[src/rtl/cpu_control_fsm_pkg.sv]
// ---------------------------------------------------------------------------
// cpu_ctrl_pkg
// Shared definitions for the multi-cycle CPU control unit: word widths,
// state encoding, opcode/opext values, ALU codes, branch condition codes,
// psr flag positions, controlbits field positions and small instruction
// decode helpers used by the FSM.
// Optional feature macro (used by the interface/top): CPU_CTRL_MEMWAIT_EN.
// ---------------------------------------------------------------------------
package cpu_ctrl_pkg;

  localparam int WIDTH      = 16;
  localparam int REGBITS    = 4;
  localparam int NUM_STATES = 8;
  localparam int STATE_BITS = 3;
  localparam int CTRL_BITS  = 11;
  localparam int PSR_BITS   = 5;

  typedef logic [STATE_BITS-1:0] state_t;

  // State encoding
  localparam state_t S_FETCH  = 3'd0;
  localparam state_t S_DECODE = 3'd1;
  localparam state_t S_EXEC   = 3'd2;
  localparam state_t S_MEM_RD = 3'd3;
  localparam state_t S_MEM_WR = 3'd4;
  localparam state_t S_BRANCH = 3'd5;
  localparam state_t S_PC_INC = 3'd6;
  localparam state_t S_HALT   = 3'd7;

  // Opcodes (instr[15:12])
  localparam logic [3:0] OP_RTYPE = 4'b0000;
  localparam logic [3:0] OP_MEM   = 4'b0100;
  localparam logic [3:0] OP_ADDI  = 4'b0101;
  localparam logic [3:0] OP_SUBI  = 4'b1001;
  localparam logic [3:0] OP_CMPI  = 4'b1011;
  localparam logic [3:0] OP_BCOND = 4'b1100;
  localparam logic [3:0] OP_MOVI  = 4'b1101;
  localparam logic [3:0] OP_HALT  = 4'b1111;

  // Opcode extensions (instr[7:4])
  localparam logic [3:0] EXT_AND  = 4'b0001;
  localparam logic [3:0] EXT_OR   = 4'b0010;
  localparam logic [3:0] EXT_XOR  = 4'b0011;
  localparam logic [3:0] EXT_ADD  = 4'b0101;
  localparam logic [3:0] EXT_SUB  = 4'b1001;
  localparam logic [3:0] EXT_CMP  = 4'b1011;
  localparam logic [3:0] EXT_MOV  = 4'b1101;
  localparam logic [3:0] EXT_LOAD = 4'b0000;
  localparam logic [3:0] EXT_STOR = 4'b0100;

  // ALU codes
  localparam logic [3:0] ALU_ADD = 4'b0000;
  localparam logic [3:0] ALU_SUB = 4'b0001;
  localparam logic [3:0] ALU_AND = 4'b0010;
  localparam logic [3:0] ALU_OR  = 4'b0011;
  localparam logic [3:0] ALU_XOR = 4'b0100;
  localparam logic [3:0] ALU_CMP = 4'b0101;
  localparam logic [3:0] ALU_MOV = 4'b0110;

  // Branch condition codes (Rdest field of Bcond)
  localparam logic [3:0] COND_EQ = 4'b0000;
  localparam logic [3:0] COND_NE = 4'b0001;
  localparam logic [3:0] COND_CS = 4'b0010;
  localparam logic [3:0] COND_CC = 4'b0011;
  localparam logic [3:0] COND_GT = 4'b0110;
  localparam logic [3:0] COND_LE = 4'b0111;
  localparam logic [3:0] COND_UC = 4'b1110;

  // psr flag positions
  localparam int PSR_C = 0;
  localparam int PSR_L = 1;
  localparam int PSR_F = 2;
  localparam int PSR_Z = 3;
  localparam int PSR_N = 4;

  // controlbits field positions
  localparam int CB_ALU_LSB = 0;
  localparam int CB_ALU_MSB = 3;
  localparam int CB_ALU_ONE = 4;
  localparam int CB_IMM_SEL = 5;
  localparam int CB_PC_SEL  = 6;
  localparam int CB_WB_MEM  = 7;
  localparam int CB_PC_WR   = 8;
  localparam int CB_REG_WR  = 9;
  localparam int CB_MEM_WE  = 10;

  typedef enum logic [2:0] {
    CLS_EXEC   = 3'd0,
    CLS_LOAD   = 3'd1,
    CLS_STOR   = 3'd2,
    CLS_BRANCH = 3'd3,
    CLS_HALT   = 3'd4,
    CLS_NOP    = 3'd5
  } instr_class_t;

  // Instruction class. R-type with an unlisted opext and memory ops other
  // than LOAD/STOR fall back to NOP so no register or memory is written.
  function automatic instr_class_t classify(input logic [WIDTH-1:0] instr);
    instr_class_t cls;
    cls = CLS_NOP;
    case (instr[15:12])
      OP_RTYPE: begin
        case (instr[7:4])
          EXT_ADD, EXT_SUB, EXT_AND, EXT_OR, EXT_XOR, EXT_CMP, EXT_MOV: cls = CLS_EXEC;
          default: cls = CLS_NOP;
        endcase
      end
      OP_ADDI, OP_SUBI, OP_CMPI, OP_MOVI: cls = CLS_EXEC;
      OP_MEM: begin
        case (instr[7:4])
          EXT_LOAD: cls = CLS_LOAD;
          EXT_STOR: cls = CLS_STOR;
          default:  cls = CLS_NOP;
        endcase
      end
      OP_BCOND: cls = CLS_BRANCH;
      OP_HALT:  cls = CLS_HALT;
      default:  cls = CLS_NOP;
    endcase
    return cls;
  endfunction

  // ALU code for an execute-class instruction.
  function automatic logic [3:0] exec_alucode(input logic [WIDTH-1:0] instr);
    logic [3:0] code;
    code = ALU_ADD;
    case (instr[15:12])
      OP_RTYPE: begin
        case (instr[7:4])
          EXT_ADD: code = ALU_ADD;
          EXT_SUB: code = ALU_SUB;
          EXT_AND: code = ALU_AND;
          EXT_OR:  code = ALU_OR;
          EXT_XOR: code = ALU_XOR;
          EXT_CMP: code = ALU_CMP;
          EXT_MOV: code = ALU_MOV;
          default: code = ALU_ADD;
        endcase
      end
      OP_ADDI: code = ALU_ADD;
      OP_SUBI: code = ALU_SUB;
      OP_CMPI: code = ALU_CMP;
      OP_MOVI: code = ALU_MOV;
      default: code = ALU_ADD;
    endcase
    return code;
  endfunction

endpackage

[src/rtl/cpu_control_fsm_if.sv]
// ---------------------------------------------------------------------------
// cpu_control_fsm_if
// Bundles the control unit's datapath-facing signals.
//   instr[15:0]       instruction word        (datapath -> control)
//   psr[4:0]          flags C,L,F,Z,N         (datapath -> control)
//   mem_ready         data memory ready       (only with CPU_CTRL_MEMWAIT_EN)
//   controlbits[10:0] datapath control word   (control -> datapath)
//   jump              condition strobe to ALU (control -> datapath)
//   state_out[2:0]    current state, debug    (control -> datapath)
// modport master: control unit side; modport slave: datapath side.
// ---------------------------------------------------------------------------
interface cpu_control_fsm_if;

  logic [cpu_ctrl_pkg::WIDTH-1:0]      instr;
  logic [cpu_ctrl_pkg::PSR_BITS-1:0]   psr;
  logic [cpu_ctrl_pkg::CTRL_BITS-1:0]  controlbits;
  logic                                jump;
  logic [cpu_ctrl_pkg::STATE_BITS-1:0] state_out;

`ifdef CPU_CTRL_MEMWAIT_EN
  logic mem_ready;

  modport master (input instr, psr, mem_ready, output controlbits, jump, state_out);
  modport slave  (output instr, psr, mem_ready, input controlbits, jump, state_out);
`else
  modport master (input instr, psr, output controlbits, jump, state_out);
  modport slave  (output instr, psr, input controlbits, jump, state_out);
`endif

endinterface

[src/rtl/cpu_control_fsm_cond_eval.sv]
// ---------------------------------------------------------------------------
// cond_eval
// Combinational branch condition evaluation.
//   cond[3:0]  condition code from the Bcond Rdest field
//   psr[4:0]   datapath flags
//   taken      1 when the condition holds; undefined codes never hold
// ---------------------------------------------------------------------------
module cond_eval
  import cpu_ctrl_pkg::*;
(
  input  logic [3:0]          cond,
  input  logic [PSR_BITS-1:0] psr,
  output logic                taken
);

  // L and F do not take part in any defined condition.
  logic unused_psr_s;
  assign unused_psr_s = ^{psr[PSR_L], psr[PSR_F]};

  // Condition code to taken decode
  always_comb begin
    taken = 1'b0;
    case (cond)
      COND_EQ: taken = psr[PSR_Z];
      COND_NE: taken = ~psr[PSR_Z];
      COND_CS: taken = psr[PSR_C];
      COND_CC: taken = ~psr[PSR_C];
      COND_GT: taken = psr[PSR_N];
      COND_LE: taken = ~psr[PSR_N];
      COND_UC: taken = 1'b1;
      default: taken = 1'b0;
    endcase
  end

endmodule

[src/rtl/cpu_control_fsm.sv]
// ---------------------------------------------------------------------------
// cpu_control_fsm
// Multi-cycle control unit for the 16-bit CPU datapath. Sequences
// fetch / decode / execute / memory / branch / PC-increment per instruction.
// Outputs are decoded from the registered state (plus instr, psr, and
// mem_ready when enabled), so an asynchronous reset clears them at once.
// Ports:
//   clock  rising-edge clock
//   reset  asynchronous active-low reset
//   bus    cpu_control_fsm_if.master (instr, psr, controlbits, jump,
//          state_out, and mem_ready when CPU_CTRL_MEMWAIT_EN is defined)
// Optional feature macro: CPU_CTRL_MEMWAIT_EN -- memory states wait for
// mem_ready; regwrite (LOAD) / mem_we (STOR) assert only in the ready cycle.
// ---------------------------------------------------------------------------
module cpu_control_fsm
  import cpu_ctrl_pkg::*;
(
  input  logic              clock,
  input  logic              reset,
  cpu_control_fsm_if.master bus
);

  state_t               state_r;
  state_t               next_state_s;
  logic                 taken_s;
  logic                 mem_ready_s;
  logic [CTRL_BITS-1:0] ctrl_s;
  logic                 jump_s;
  instr_class_t         cls_s;

`ifdef CPU_CTRL_MEMWAIT_EN
  assign mem_ready_s = bus.mem_ready;
`else
  // Memory always answers in one cycle.
  assign mem_ready_s = 1'b1;
`endif

  assign cls_s = classify(bus.instr);

  cond_eval u_cond_eval (
    .cond  (bus.instr[11:8]),
    .psr   (bus.psr),
    .taken (taken_s)
  );

  // State register
  always_ff @(posedge clock or negedge reset) begin
    if (!reset) begin
      state_r <= S_FETCH;
    end else begin
      state_r <= next_state_s;
    end
  end

  // Next-state logic
  always_comb begin
    next_state_s = S_FETCH;
    case (state_r)
      S_FETCH: next_state_s = S_DECODE;
      S_DECODE: begin
        case (cls_s)
          CLS_EXEC:   next_state_s = S_EXEC;
          CLS_LOAD:   next_state_s = S_MEM_RD;
          CLS_STOR:   next_state_s = S_MEM_WR;
          CLS_BRANCH: next_state_s = S_BRANCH;
          CLS_HALT:   next_state_s = S_HALT;
          default:    next_state_s = S_PC_INC;
        endcase
      end
      S_EXEC: next_state_s = S_PC_INC;
      S_MEM_RD, S_MEM_WR: begin
        if (mem_ready_s) begin
          next_state_s = S_PC_INC;
        end else begin
          next_state_s = state_r;
        end
      end
      // A taken branch loads the target and skips the PC increment.
      S_BRANCH: begin
        if (taken_s) begin
          next_state_s = S_FETCH;
        end else begin
          next_state_s = S_PC_INC;
        end
      end
      S_PC_INC: next_state_s = S_FETCH;
      S_HALT:   next_state_s = S_HALT;
      default:  next_state_s = S_FETCH;
    endcase
  end

  // Output decode
  always_comb begin
    ctrl_s = 11'h000;
    jump_s = 1'b0;
    case (state_r)
      S_EXEC: begin
        ctrl_s[CB_ALU_MSB:CB_ALU_LSB] = exec_alucode(bus.instr);
        ctrl_s[CB_IMM_SEL] = (bus.instr[15:12] != OP_RTYPE);
        // Compares only update flags.
        ctrl_s[CB_REG_WR]  = (exec_alucode(bus.instr) != ALU_CMP);
      end
      S_MEM_RD: begin
        ctrl_s[CB_WB_MEM] = 1'b1;
        ctrl_s[CB_REG_WR] = mem_ready_s;
      end
      S_MEM_WR: begin
        ctrl_s[CB_MEM_WE] = mem_ready_s;
      end
      // Target = pc + sign-extended imm8 through the ALU.
      S_BRANCH: begin
        jump_s = 1'b1;
        ctrl_s[CB_ALU_MSB:CB_ALU_LSB] = ALU_ADD;
        ctrl_s[CB_PC_SEL]  = 1'b1;
        ctrl_s[CB_IMM_SEL] = 1'b1;
        ctrl_s[CB_PC_WR]   = taken_s;
      end
      // pc <- pc + 1 using the ALU's constant-one A input.
      S_PC_INC: begin
        ctrl_s[CB_ALU_MSB:CB_ALU_LSB] = ALU_ADD;
        ctrl_s[CB_ALU_ONE] = 1'b1;
        ctrl_s[CB_PC_SEL]  = 1'b1;
        ctrl_s[CB_PC_WR]   = 1'b1;
      end
      S_FETCH, S_DECODE, S_HALT: begin
        ctrl_s = 11'h000;
      end
      default: begin
        ctrl_s = 11'h000;
      end
    endcase
  end

  assign bus.controlbits = ctrl_s;
  assign bus.jump        = jump_s;
  assign bus.state_out   = state_r;

endmodule
[src/flat_wrapper.sv]
// flat-port wrapper written by rule: the top's interface ports become plain ports
module cpu_control_fsm_flat import cpu_ctrl_pkg::*;
  (clock, reset, bus_instr, bus_psr, bus_controlbits, bus_jump, bus_state_out);
  cpu_control_fsm_if bus_i ();
  input  logic clock;
  input  logic reset;
  input wire logic [$bits(bus_i.instr)-1:0] bus_instr;
  input wire logic [$bits(bus_i.psr)-1:0] bus_psr;
  output wire logic [$bits(bus_i.controlbits)-1:0] bus_controlbits;
  output wire logic [$bits(bus_i.jump)-1:0] bus_jump;
  output wire logic [$bits(bus_i.state_out)-1:0] bus_state_out;
  assign bus_i.instr = bus_instr;
  assign bus_i.psr = bus_psr;
  assign bus_controlbits = bus_i.controlbits;
  assign bus_jump = bus_i.jump;
  assign bus_state_out = bus_i.state_out;
  cpu_control_fsm u_core (.clock(clock), .reset(reset), .bus(bus_i));
endmodule
[config.mk]
export PLATFORM = sky130hd
export DESIGN_NAME = cpu_control_fsm_flat
export DESIGN_NICKNAME = d
export VERILOG_FILES = /design/src/rtl/cpu_control_fsm_pkg.sv /design/src/rtl/cpu_control_fsm_if.sv /design/src/rtl/cpu_control_fsm_cond_eval.sv /design/src/rtl/cpu_control_fsm.sv /design/src/flat_wrapper.sv
export SDC_FILE = /design/constraint.sdc
export NUM_CORES = 1
export LEC_CHECK = 0
export CAP_MARGIN = 20
export CORE_MARGIN = 2
export CORE_UTILIZATION = 35
export DETAILED_ROUTE_END_ITERATION = 8
export GPL_TIMING_DRIVEN = 1
export PLACE_DENSITY = 0.79
export SYNTH_ARGS = -nofsm -noshare
export SYNTH_HDL_FRONTEND = slang
export SYNTH_SLANG_ARGS = --single-unit
export TNS_END_PERCENT = 50
[constraint.sdc]
create_clock -name clock -period 1.7 [get_ports clock]
set_input_delay 0.255 -clock clock [delete_from_list [all_inputs] [get_ports clock]]
set_output_delay 0.255 -clock clock [all_outputs]
set_load 0.05 [all_outputs]
==> results.sh <==
export IMPL_status="complete, but fails checks"
export IMPL_violated_checks="setup timing"
export IMPL_clock_latency_ns=0.24
export IMPL_number_of_max_cap_violations=0
export IMPL_path_max_fanout=2
export IMPL_grt_max_degree=13
export IMPL_area_delta_synth_final_pct=130
export IMPL_cellLeakagePower_nw=0.568
export IMPL_drive_gt1_share_pct=60.0
export IMPL_synth_yosys_seq_area_share_pct=13.0
export IMPL_synth_main_ff_cell="dfrtp_1"
export IMPL_hold_violations=0
export IMPL_global_route_overflow_total=0
export IMPL_drt_pre_antenna_iters=4
export IMPL_yosys_area_share_simple_pct=38.3
export IMPL_place_congestion=0.713
export IMPL_rr_startpoint="u_core.bus.state_out[1]$_DFF_PN0_"
export IMPL_vias_in_the_first_global_route=911
export IMPL_synth_cell_type_count=35
export IMPL_drt_wl_total_um=2790
export IMPL_avgViaCountPerCell=6.03
export IMPL_stdcell_area_um2=1320
export IMPL_cts_sink_count=3
export IMPL_final_critical_delay_including_setup_and_external_delays_ns=1.76
export IMPL_cp_data_arrival_time_ns=1.50
export IMPL_chipWidth_um=44.6
export IMPL_timing_final_max_slew_violations=0
export IMPL_achievable_frequency_mhz=569
export IMPL_largest_register_ff_count=3
export IMPL_finalCoreUtilization_pct=86.8
export IMPL_grt_setup_unrepaired="yes"
export IMPL_report_final_setup_viol=2
export IMPL_cts_hold_repair_buffers=0
export IMPL_worstSetupEndpointType="primary output"
export IMPL_main_combinational_cell_family_by_area_after_synthesis="simple AND/OR/NAND/NOR gates"
export IMPL_clock_skew_final_ns=0.00139
export IMPL_drt_wirelength_per_cell_um=18.5
export IMPL_row_count=14
export IMPL_layout_nets=159
export IMPL_initial_core_util_pct=37.8
export IMPL_power_density_nw_per_um2=297
export IMPL_placed_area_um2=1190
export IMPL_antennaDiodeCount=0
export IMPL_r2r_worst_path_cells=5
export IMPL_port_buffers=30
export IMPL_boundary_pin_count=38
export IMPL_crit_reg2reg_capture="u_core.bus.state_out[0]$_DFF_PN0_"
export IMPL_worst_endpoint_required_ns=1.44
export IMPL_grt_first_pass_wirelength_um=3790
export IMPL_worst_setup_path_type="in -> out"
export IMPL_nFillCells=80
export IMPL_tritoncts_buffer_count=3
export IMPL_post_synth_instance_area_um2=576
export IMPL_cts_htree_levels=1
export IMPL_number_of_enable_flip_flop_cells_after_synthesis=0
export IMPL_max_vdd_ir_drop_mv=0.189
export IMPL_mappedNetlistNets=108
export IMPL_num_vias=911
export IMPL_drc_violation_count_after_routing=0
export IMPL_fraction_of_synthesized_cell_area_in_xor_and_xnor_cells_pct=3.04
export IMPL_timing_critical_path_from_type="input pin"
export IMPL_initialDrtViolationCount=17
export IMPL_synth_mux_area_share_pct=3.70
export IMPL_setup_ws_ns=-0.0579
export IMPL_synth_compound_area_share_pct=28.9
export IMPL_ys_warn_count=0
export IMPL_max_clock_path_buffers=2
export IMPL_yosys_area_share_adder_pct=0
export IMPL_worst_hold_path_type="in -> async"
export IMPL_rrSetupSlack_ns=0.29
export IMPL_count_of_state_elements_after_synthesis=3
export IMPL_die_h_um=44.6
export IMPL_avg_inst_size_synth_um2=6.77
export IMPL_place_detailed_hpwl_um=1770
export IMPL_antenna_violating_nets_post_route=0
export IMPL_dieArea_um2=1980
export IMPL_clk_pin_slew_ns=0.04
export IMPL_synth_async_sr_flop_share_pct=100
export IMPL_netlist_instances=85
export IMPL_cts_tree="yes"
export IMPL_fp_coreArea_um2=1520
export IMPL_antenna_violations_before_repair=0
export IMPL_post_route_period_util_pct=103
export IMPL_overall_track_demand_over_capacity_in_global_routing_pct=25.8
export IMPL_ctsRootBufferMaster="clkbuf_4"
[worst max-delay path by stage]
stage | start | end | slack [ns]
5_1_grt | bus_instr[9] | bus_controlbits[8] | -0.09
3_5_place_dp | bus_instr[7] | u_core.bus.state_out[0]$_DFF_PN0_ | -0.48
6_report | bus_instr[9] | bus_controlbits[8] | -0.06
4_1_cts | bus_instr[9] | bus_controlbits[8] | -0.05
3_3_place_gp | bus_instr[7] | u_core.bus.state_out[0]$_DFF_PN0_ | -0.41
2_1_floorplan | bus_instr[9] | bus_controlbits[8] | -0.06
[through the flow]
step / total power [mW] / worst slack, ns / hold slack, ns / instances / TNS, ns
4_1_cts: 0.364 / -0.0482 / 0.199 / 151 / -0.0695
6_report: 0.392 / -0.0579 / 0.203 / 151 / -0.0620
3_3_place_gp: 0.220 / -0.414 / 0.443 / 144 / -2.73
3_5_place_dp: 0.228 / -0.481 / 0.451 / 144 / -3.10
2_1_floorplan: 0.142 / -0.0587 / -0.0406 / 85 / -0.0599
5_1_grt: 0.410 / -0.0912 / 0.198 / 151 / -0.202
[synthesized netlist by cell type (3+ instances only)]
master	n	share of area [%]
nor4_1	3	3.3
inv_1	5	3.3
nor3_1	3	2.6
nand2b_1	3	3.3
nor2b_1	5	5.4
clkbuf_1	4	2.6
nand2_1	7	4.6
a31oi_1	3	3.3
nor2_1	8	5.2
nand3_1	3	2.6
o21ai_0	6	5.2
dfrtp_1	3	13
[power by group]
| group | internal [mW] | switching [mW] |
|---|---|---|
| logic | 0.0978 | 0.0931 |
| clock network | 0.0882 | 0.0414 |
| registers | 0.0717 | 0 |
| total | 0.258 | 0.134 |
[kinds of logic after synthesis]
group	Yosys count
AND/OR/NAND/NOR	40
AO/OA/AOI/OAI	24
buffers and inverters	13
flip-flops	3
XOR/XNOR	2
multiplexers	2
other	1
[area by class of cell]
class	instances	area, µm²	share of cell area [%]
Multi-Input combinational cell	69	598	45.2
Timing Repair Buffer	54	576	43.5
Sequential cell	3	78.8	5.96
Clock buffer	4	26.3	1.99
Inverter	5	23.8	1.80
Tap cell	16	20.0	1.51
[timing repair]
| action | CTS | global route |
|---|---|---|
| buffers inserted | 3 | 0 |
| gates cloned | 0 | 0 |
| pin swaps | 12 | 10 |
| resized for setup | 62 | 23 |
| endpoints found under the setup margin | 9 | 5 |
[worst max-delay path: stages]
cell and delay [ns]:
buf_8 0.10, or4b_4 0.54, o22ai_4 0.14, o311ai_4 0.12, o21ai_2 0.19, buf_12 0.16
[cells in the final DEF, fill, tap and decap left out, types with 3 or more instances in the layout]
master / instances
buf_4: 25
buf_12: 10
buf_6: 8
nand2_1: 7
nor2_1: 4
nor2b_1: 4
buf_2: 4
inv_1: 3
nand3_1: 3
o21ai_1: 3
a31oi_1: 3
o21ai_0: 3
clkbuf_4: 3
dlygate4sd2_1: 3
dfrtp_2: 3
[routing by layer]
layer  share of wire (%)  global-route usage [%]  vias up  wire, µm
met5                   0                       0        -         0
met1                  38                    29.2      439      1070
met2                  53                    45.2       48      1480
met4                 3.4                    11.5        0        95
met3                 5.3                    6.12       12       148
li1                    -                       -      412         -
Power figures use the tool's default switching activity.
